File: config.mk
export PLATFORM = sky130hd
export DESIGN_NAME = ternary_neuron_acc
export DESIGN_NICKNAME = d
export VERILOG_FILES = /design/src/rtl/tnn_pkg.sv /design/src/rtl/tnn_sat_acc.sv /design/src/rtl/ternary_neuron_acc.sv
export SDC_FILE = /design/constraint.sdc
export NUM_CORES = 1
export LEC_CHECK = 0
export CAP_MARGIN = 15
export CELL_PAD_IN_SITES_DETAIL_PLACEMENT = 0
export CELL_PAD_IN_SITES_GLOBAL_PLACEMENT = 1
export CORE_ASPECT_RATIO = 0.8
export CORE_UTILIZATION = 43
export CTS_BUF_LIST = sky130_fd_sc_hd__clkbuf_8
export CTS_CLUSTER_SIZE = 40
export DETAILED_ROUTE_END_ITERATION = 10
export GPL_ROUTABILITY_DRIVEN = 0
export PLACE_DENSITY_LB_ADDON = 0.1
export SYNTH_ARGS = -nofsm -noshare
export SYNTH_HDL_FRONTEND = slang
export SYNTH_SLANG_ARGS = --single-unit
export TNS_END_PERCENT = 5
File: constraint.sdc
create_clock -name clk -period 5.9 [get_ports clk]
set_input_delay 0.59 -clock clk [delete_from_list [all_inputs] [get_ports clk]]
set_output_delay 0.59 -clock clk [all_outputs]
set_load 0.05 [all_outputs]
File: src/rtl/tnn_pkg.sv
// Shared types, activation encodings and saturating arithmetic for the
// ternary-neuron datapath.
package tnn_pkg;

    typedef enum logic [1:0] {IDLE, ACC, EMIT} acc_state_t;

    localparam logic [1:0] ACT_POS  = 2'b01;
    localparam logic [1:0] ACT_ZERO = 2'b00;
    localparam logic [1:0] ACT_NEG  = 2'b11;

    // Chunk delta width: pos_pc - neg_pc spans -15..+15.
    localparam int DELTA_W = 5;

    // Adds two sign-extended operands at full width, then clamps the sum to
    // the signed range of a w-bit accumulator (w <= 32). The caller narrows
    // the result to w bits.
    function automatic logic signed [31:0] sat_add(input logic signed [31:0] a,
                                                   input logic signed [31:0] b,
                                                   input int w);
        logic signed [32:0] sum;
        logic signed [32:0] max_v;
        logic signed [32:0] min_v;
        sum   = 33'(a) + 33'(b);
        max_v = (33'sd1 <<< (w - 1)) - 33'sd1;
        min_v = -(33'sd1 <<< (w - 1));
        if (sum > max_v)
            sum = max_v;
        else if (sum < min_v)
            sum = min_v;
        return 32'(sum);
    endfunction

endpackage

File: src/rtl/tnn_sat_acc.sv
// Registered saturating accumulator. 'load' starts a new sum from the
// incoming delta, 'add' accumulates into the current value. The next value
// is also exposed so the parent can act on the final sum on the same edge.
module tnn_sat_acc
    import tnn_pkg::*;
#(
    parameter int ACC_W = 8
) (
    input  logic                      clk,
    input  logic                      rst,
    input  logic                      load,
    input  logic                      add,
    input  logic signed [DELTA_W-1:0] d,
    output logic signed [ACC_W-1:0]   acc,
    output logic signed [ACC_W-1:0]   acc_next
);

    logic signed [31:0] base;

    // Next accumulator value: loading restarts from zero so nothing stale survives.
    always_comb begin
        base     = load ? 32'sd0 : 32'(acc);
        acc_next = acc;
        if (load || add)
            acc_next = ACC_W'(sat_add(base, 32'(d), ACC_W));
    end

    // Accumulator register.
    always_ff @(posedge clk or posedge rst) begin
        if (rst)
            acc <= '0;
        else
            acc <= acc_next;
    end

endmodule

File: src/rtl/ternary_neuron_acc.sv
// Accumulate-and-threshold stage: sums (pos_pc - neg_pc) over a frame of
// chunks with saturation, then emits a ternary activation.
module ternary_neuron_acc
    import tnn_pkg::*;
#(
    parameter int ACC_W  = 8,
    parameter int THR_HI = 2,
    parameter int THR_LO = -2
) (
    input  logic             clk,
    input  logic             rst,
    input  logic             in_valid,
    output logic             in_ready,
    input  logic [3:0]       pos_pc,
    input  logic [3:0]       neg_pc,
    input  logic             in_last,
    output logic             out_valid,
    input  logic             out_ready,
    output logic [1:0]       out_act,
    output logic [ACC_W-1:0] out_acc
);

    if (THR_LO > THR_HI) begin : g_thr_order_check
        $error("ternary_neuron_acc: THR_LO must not exceed THR_HI");
    end
    if (ACC_W < 6 || ACC_W > 31) begin : g_acc_w_check
        $error("ternary_neuron_acc: ACC_W must be in 6..31");
    end

    localparam logic signed [ACC_W:0] THR_HI_W = (ACC_W + 1)'(THR_HI);
    localparam logic signed [ACC_W:0] THR_LO_W = (ACC_W + 1)'(THR_LO);

    acc_state_t                state;
    logic                      accept;
    logic                      load;
    logic                      add;
    logic signed [DELTA_W-1:0] delta;
    logic signed [ACC_W-1:0]   acc;
    logic signed [ACC_W-1:0]   acc_next;
    logic signed [ACC_W:0]     acc_cmp;
    logic [1:0]                act_next;

    assign in_ready = (state != EMIT);
    assign accept   = in_valid && in_ready;
    assign load     = accept && (state == IDLE);
    assign add      = accept && (state == ACC);
    assign delta    = $signed({1'b0, pos_pc}) - $signed({1'b0, neg_pc});

    tnn_sat_acc #(
        .ACC_W(ACC_W)
    ) u_acc (
        .clk     (clk),
        .rst     (rst),
        .load    (load),
        .add     (add),
        .d       (delta),
        .acc     (acc),
        .acc_next(acc_next)
    );

    // Threshold decision on the value the accumulator takes at this edge.
    always_comb begin
        acc_cmp  = (ACC_W + 1)'(acc_next);
        act_next = ACT_ZERO;
        if (acc_cmp > THR_HI_W)
            act_next = ACT_POS;
        else if (acc_cmp < THR_LO_W)
            act_next = ACT_NEG;
    end

    // Frame FSM with registered activation outputs.
    always_ff @(posedge clk or posedge rst) begin
        if (rst) begin
            state     <= IDLE;
            out_valid <= 1'b0;
            out_act   <= ACT_ZERO;
            out_acc   <= '0;
        end else begin
            case (state)
                IDLE, ACC: begin
                    if (accept) begin
                        if (in_last) begin
                            state     <= EMIT;
                            out_valid <= 1'b1;
                            out_act   <= act_next;
                            out_acc   <= acc_next;
                        end else begin
                            state <= ACC;
                        end
                    end
                end
                EMIT: begin
                    if (out_ready) begin
                        state     <= IDLE;
                        out_valid <= 1'b0;
                    end
                end
                default: state <= IDLE;
            endcase
        end
    end

endmodule

==> results of run 1 <==
-- layer usage --
layer	vias up	routed length (µm)	global-route usage, %
met3	6	244	4.296
li1	815	-	-
met1	829	2196	29.02
met2	47	2080	34.11
met4	0	40	4.121
met5	-	0	0
-- cell families (layout without fill, tap and decap cells) --
family	Yosys count	after routing	synth area share, %
DFF	21	21	27.65
xor gates and xnor gates	6	6	2.765
AOI/OAI and AO/OA	61	61	21.46
buffers and inverters	26	57	5.201
and+or+nand+nor	77	77	22.38
adders and majority gates	24	24	20.54
-- where the power goes --
group / switching [mW] / internal, mW / total [mW] / leakage [nW]
clock: 0.0431 / 0.0463 / 0.0894 / 0.0269
combinational: 0.533 / 0.371 / 0.903 / 0.730
sequential: 0.0435 / 0.204 / 0.248 / 0.244
total: 0.619 / 0.621 / 1.24 / 1.00
-- sequential cells by signal (all words and copies together) (netlist names) --
signal     count
u_acc.acc      8
out_valid      1
state          2
out_act        2
out_acc        8
-- critical path, stage by stage --
cell and delay (ns):
clkdlybuf4s50_1 0.45, inv_1 0.04, ha_1 0.21, fa_1 0.41
nor2b_1 0.12, o21ai_0 0.07, nor2b_1 0.18, ha_1 0.37
o21ai_0 0.30, a21oi_1 0.15, o21a_1 0.19, inv_1 0.11
fa_1 0.16, inv_1 0.05, fa_1 0.49, or4b_1 0.43
a2111o_1 0.40, o21ba_4 0.21, or2_4 0.26, a311oi_2 0.30
nand2_1 0.08, a22o_1 0.18
-- cells in the final DEF, fill, tap and decap left out, drive strengths merged, types with 3 or more instances in the layout --
master | Yosys | layout
a21o | 7 | 7
o21ai | 16 | 16
nor2 | 14 | 14
nor2b | 11 | 11
clkbuf | 5 | 3
nand3 | 3 | 3
nor4b | 4 | 4
o21a | 5 | 5
inv | 20 | 21
a21oi | 13 | 13
dfrtp | 21 | 21
nand2b | 7 | 7
or2 | 3 | 3
and3 | 3 | 3
a31oi | 3 | 3
buf | 1 | 9
fa | 12 | 12
nand2 | 16 | 16
clkdlybuf4s50 | 0 | 24
xnor2 | 4 | 4
o211ai | 5 | 5
and2 | 5 | 5
ha | 12 | 12
nand4b | 3 | 3
-- metrics by stage --
step / std cells / power, mW / TNS (ns)
after floorplan: 215 / 0.8750 / 0
after global placement: 299 / 1.118 / 0
after detailed placement: 299 / 1.139 / -0.001514
after CTS: 303 / 1.237 / 0
after global routing: 303 / 1.352 / -0.03197
final: 303 / 1.241 / 0
-- cell type report --
class / count / share of cell area (%)
clock buffer: 3 / 1.790
clock inverter: 1 / 0.1627
inverter: 20 / 3.254
multi-input combinational: 168 / 55.59
sequential: 21 / 22.78
tap: 57 / 3.091
timing repair buffer: 33 / 13.34
-- how the worst max path moves through the flow --
stage / cells past startpoint / startpoint / slack, ns / end
after floorplan: 20 / neg_pc[2] / 0.64 / out_act[1]
after global placement: 23 / pos_pc[0] / 0.03 / out_act[1]
after detailed placement: 23 / pos_pc[0] / -0.002 / out_act[1]
after CTS: 23 / pos_pc[0] / 0.26 / out_act[1]
after global routing: 22 / pos_pc[0] / -0.03 / out_act[1]
final: 22 / pos_pc[0] / 0.32 / out_act[1]
==> results.py, run 1 <==
metrics = {
    "logic_synthesis": {
        "synth_sequential_area_ratio_pct": 27.65,
        "synth_warnings": 0,
        "syn-cell-area_um2": 1901,
        "synth_top_cells_by_count": "dfrtp_1, inv_1, nand2_1, o21ai_0, nor2_1",
        "synthesis.nets": 252,
        "ys_top_cells_by_area": "dfrtp_1, fa_1, ha_1",
        "netlist-cell-type-count": 41,
        "synth-edff-count": 0,
        "synth_top_area_share_pct": 27.65,
        "yosysMostFrequentCell": "dfrtp_1",
        "ys_async_sr_fraction_pct": 100.0,
        "postSynthCellCount": 215,
        "avgSynthCellArea_um2": 8.840,
        "yosysTopAreaCell": "dfrtp_1",
        "ys.flop_type": "dfrtp_1",
        "synth_seq_cells": 21,
    },
    "clock_network": {
        "cts-hold-fix-buffers": 0,
        "clk_pin_slew_worst_paths_ns": 0.07,
        "cts_tree": "yes",
        "htree_num_levels": 1,
        "postCtsSetupRepairBufs": 0,
        "cts_sinks": 21,
        "cts_inserted_buffers": 3,
        "root_buffer": "clkbuf_8",
        "insertion_delay_ns": 0.26,
        "clock_path_buffers": 2,
        "cts_resized": 0,
    },
    "routing": {
        "ant_nets": 0,
        "viasPerCell": 5.601,
        "remaining_drc_errors": 0,
        "wire_per_inst_um": 15.05,
        "drt_iter0_markers": 85,
        "vias": 1697,
        "wl_um": 4561,
        "dr.pass1.iters": 4,
    },
    "finish": {
        "syn_to_final_growth_pct": 21.40,
        "nets": 284,
        "fin_area_um2": 2307,
        "post-route-util_pct": 54.88,
        "drive_gt1_share_pct": 7.724,
        "fillers": 406,
        "antenna_cells": 0,
        "multi_input_area_um2": 1282,
        "regArea_um2": 525.5,
    },
    "timing": {
        "setup_ws_ns": 0.3157,
        "finalHoldViolations": 0,
        "setup_violations": 0,
        "slew_violations": 0,
        "max-slew-margin-rel_pct": 46.30,
        "period_needed_ns": 5.584,
        "fmaxAchievable_ghz": 0.1791,
        "rsz0062_at_grt": "yes",
        "finalClockSkew_ns": 0.002131,
        "worst_pin_slew_ns": 0.8039,
        "whs_ns": 0.4868,
        "min_period_over_period_pct": 94.65,
    },
    "run_status": {
        "status": "finished, final reports clean",
    },
    "pwr": {
        "peakVddDrop_uv": 244.6,
        "powerDensity_nw_per_um2": 537.7,
        "leakage_nw": 1.001,
    },
    "critical_path": {
        "endpoint_kind": "flip-flop",
        "crit_type": "input port to flip-flop",
        "cp_max_fo": 5,
        "startpoint_type": "input port",
        "reg2reg_depth": 19,
        "rr_startpoint": "state[1]",
        "crit_required_ns": 6.05,
        "rrSetupSlack_ns": 0.87,
        "worst_ep_arrival_time_ns": 5.73,
        "rr_endpoint": "out_act[1]",
    },
    "grt": {
        "overflow": 0,
        "grt_pass1_vias": 1602,
        "antenna_found_initial": 0,
        "track_usage_pct": 20.80,
        "grt_max_degree": 22,
        "grt_pass1_wl_um": 7500,
    },
    "place": {
        "post-place-ws_ns": -0.001514,
        "dp_hpwl_um": 3692,
        "placed_area_um2": 2256,
        "io_buffers": 24,
    },
    "flow_run": {
        "drv_cap": 0,
    },
    "floorplanning": {
        "die_h_um": 61.47,
        "initial_utilization_pct": 45.21,
        "die_area_um2": 4692,
        "core_um2": 4204,
        "num_rows": 21,
        "die_w_um": 76.33,
        "io_pins": 25,
    },
    "worst_hold_path": {
        "worstHoldPathType": "flip-flop to flip-flop",
        "holdPathEnd": "out_acc[4]",
        "hp-start": "out_acc[4]",
        "worstHoldPathCells": 2,
    },
}
Note: power is estimated with default switching activity, not from simulation.
==> run 2: changes to the inputs <==
- ABC_AREA: not set -> 1
- CORE_UTILIZATION: 43 -> 42
- SETUP_SLACK_MARGIN: not set -> 0.3
- TNS_END_PERCENT: 5 -> not set
==> run 2 against run 1 <==
Cell count rose by 17%. Clock skew barely moved. Clock power rose by 4.1%. Clock-buffer cell count did not move. Die area rose by 4.3%. Worst setup slack improved by 0.63 ns. Final area rose by 0.27%. Synthesized cell count rose by 25%. Critical path depth rose by 8. First-iteration DRC count rose by 1.2%.
==> results.py, run 2 <==
metrics = {
    "clock_network": {
        "cts_sinks": 21,
        "root_buffer": "clkbuf_8",
        "cts_resized": 0,
        "clock_path_buffers": 2,
        "cts_tree": "yes",
        "postCtsSetupRepairBufs": 0,
        "htree_num_levels": 1,
        "cts-hold-fix-buffers": 0,
        "insertion_delay_ns": 0.26,
        "cts_inserted_buffers": 3,
        "clk_pin_slew_worst_paths_ns": 0.07,
    },
    "timing": {
        "finalHoldViolations": 0,
        "rsz0062_at_grt": "no",
        "max-slew-margin-rel_pct": 47.70,
        "fin_setup_tns_ns": 0,
        "slew_violations": 0,
        "whs_ns": 0.4650,
        "period_needed_ns": 4.954,
        "setup_ws_ns": 0.9460,
        "finalClockSkew_ns": 0.001666,
        "setup_violations": 0,
        "fmaxAchievable_ghz": 0.2019,
        "min_period_over_period_pct": 83.97,
        "worst_pin_slew_ns": 0.7836,
    },
    "logic_synthesis": {
        "netlist-cell-type-count": 25,
        "synth_sequential_area_ratio_pct": 27.11,
        "synthesis.nets": 306,
        "ys.flop_type": "dfrtp_1",
        "synth_top_cells_by_count": "nand2_1, inv_1, nor2_1",
        "yosysMostFrequentCell": "nand2_1",
        "postSynthCellCount": 269,
        "synth-edff-count": 0,
        "avgSynthCellArea_um2": 7.205,
        "ys_async_sr_fraction_pct": 100.0,
        "syn-cell-area_um2": 1938,
        "synth_warnings": 0,
        "yosysTopAreaCell": "dfrtp_1",
        "synth_seq_cells": 21,
        "synth_top_area_share_pct": 27.11,
        "ys_top_cells_by_area": "dfrtp_1, nand2_1, fa_1",
    },
    "routing": {
        "remaining_drc_errors": 0,
        "dr.pass1.iters": 7,
        "wl_um": 3604,
        "wire_per_inst_um": 10.12,
        "drt_iter0_markers": 86,
        "vias": 1621,
        "ant_nets": 0,
        "viasPerCell": 4.553,
    },
    "critical_path": {
        "cpPeakStageDelay_ns": 0.45,
        "crit_type": "input port to flip-flop",
        "cp_num_buf_inv": 6,
        "rr_endpoint": "out_act[0]",
        "crit_slowest_cell": "clkdlybuf4s50_1",
        "startpoint_type": "input port",
        "crit_top_cell": "nand2_1",
        "rrSetupSlack_ns": 1.46,
        "worst_ep_arrival_time_ns": 5.11,
        "crit_start": "pos_pc[0]",
        "reg2reg_depth": 28,
        "crit_path_end": "out_act[0]",
        "crit_required_ns": 6.06,
        "crit_cells": 30,
        "rr_startpoint": "state[1]",
        "cp_max_fo": 8,
        "endpoint_kind": "flip-flop",
        "crit_family": "adder cells",
    },
    "finish": {
        "fin_cells": 356,
        "drive_gt1_share_pct": 10.03,
        "nets": 337,
        "final_common_cell": "nand2_1",
        "multi_input_area_um2": 1171,
        "regArea_um2": 525.5,
        "syn_to_final_growth_pct": 19.37,
        "reg_top3": "out_acc: 8 flops, u_acc.acc: 8 flops",
        "post-route-util_pct": 53.69,
        "fillers": 445,
        "mostFrequentLayoutCells": "nand2_1, inv_1, nor2_1",
        "antenna_cells": 0,
    },
    "flow_run": {
        "drv_cap": 0,
    },
    "grt": {
        "grt_pass1_vias": 1545,
        "track_usage_pct": 16.77,
        "grt_max_degree": 22,
        "antenna_found_initial": 0,
        "grt_pass1_wl_um": 6617,
        "overflow": 0,
    },
    "floorplanning": {
        "core_um2": 4309,
        "io_pins": 25,
        "die_area_um2": 4892,
        "initial_utilization_pct": 44.98,
        "die_h_um": 62.76,
        "num_rows": 21,
        "die_w_um": 77.95,
    },
    "pwr": {
        "leakage_nw": 1.230,
        "powerDensity_nw_per_um2": 486.4,
        "peakVddDrop_uv": 199.4,
    },
    "place": {
        "dp.cells": 352,
        "dp_hpwl_um": 3024,
        "post-place-ws_ns": 0.6694,
        "io_buffers": 24,
    },
    "worst_hold_path": {
        "worstHoldPathType": "flip-flop to flip-flop",
    },
    "run_status": {
        "status": "finished, final reports clean",
    },
}
==> run 2: worst min-delay path by stage <==
stage,cells past startpoint,start,to
after floorplan,1,state[1],state[0]
after global placement,1,state[1],state[0]
after detailed placement,2,out_acc[0],out_acc[0]
after CTS,1,state[1],state[0]
after global routing,1,state[1],state[0]
final,1,state[1],state[0]
==> run 2: kinds of logic after synthesis <==
kind of cell	Yosys count	synth area share, %
buffers and inverters	64	12.46
AOI/OAI and AO/OA	24	7.360
xor gates and xnor gates	7	3.163
and+or+nand+nor	129	29.76
adders and majority gates	24	20.14
DFF	21	27.11
==> run 2: metal layers <==
| metal | vias to the layer above | global-route usage [%] | routed length (µm) |
|---|---|---|---|
| met5 | - | 0 | 0 |
| met4 | 0 | 2.083 | 0 |
| met3 | 0 | 4.380 | 141 |
| met2 | 27 | 26.22 | 1539 |
| met1 | 725 | 24.00 | 1923 |
| li1 | 869 | - | - |
==> run 2: report_power, final <==
| part | total [mW] | switching, mW | internal [mW] | leakage, nW |
|---|---|---|---|---|
| logic | 0.806 | 0.506 | 0.301 | 0.961 |
| registers | 0.226 | 0.0266 | 0.199 | 0.243 |
| clock network | 0.0931 | 0.0460 | 0.0470 | 0.0255 |
==> run 2: metrics by stage <==
stage               instance area [µm²]  total power, mW
floorplan                          1938           0.8490
global placement                   2267            1.044
detailed placement                 2267            1.041
CTS                                2313            1.137
global route                       2313            1.251
finish                             2313            1.125
==> run 2: area by class of cell <==
cell class | instances | share of cell area [%]
clock buffers | 3 | 1.785
clock inverters | 1 | 0.2163
inverters | 63 | 10.22
multi-input cells | 184 | 50.62
flip-flops and latches | 21 | 22.71
well taps | 57 | 3.083
repair buffers | 27 | 11.36
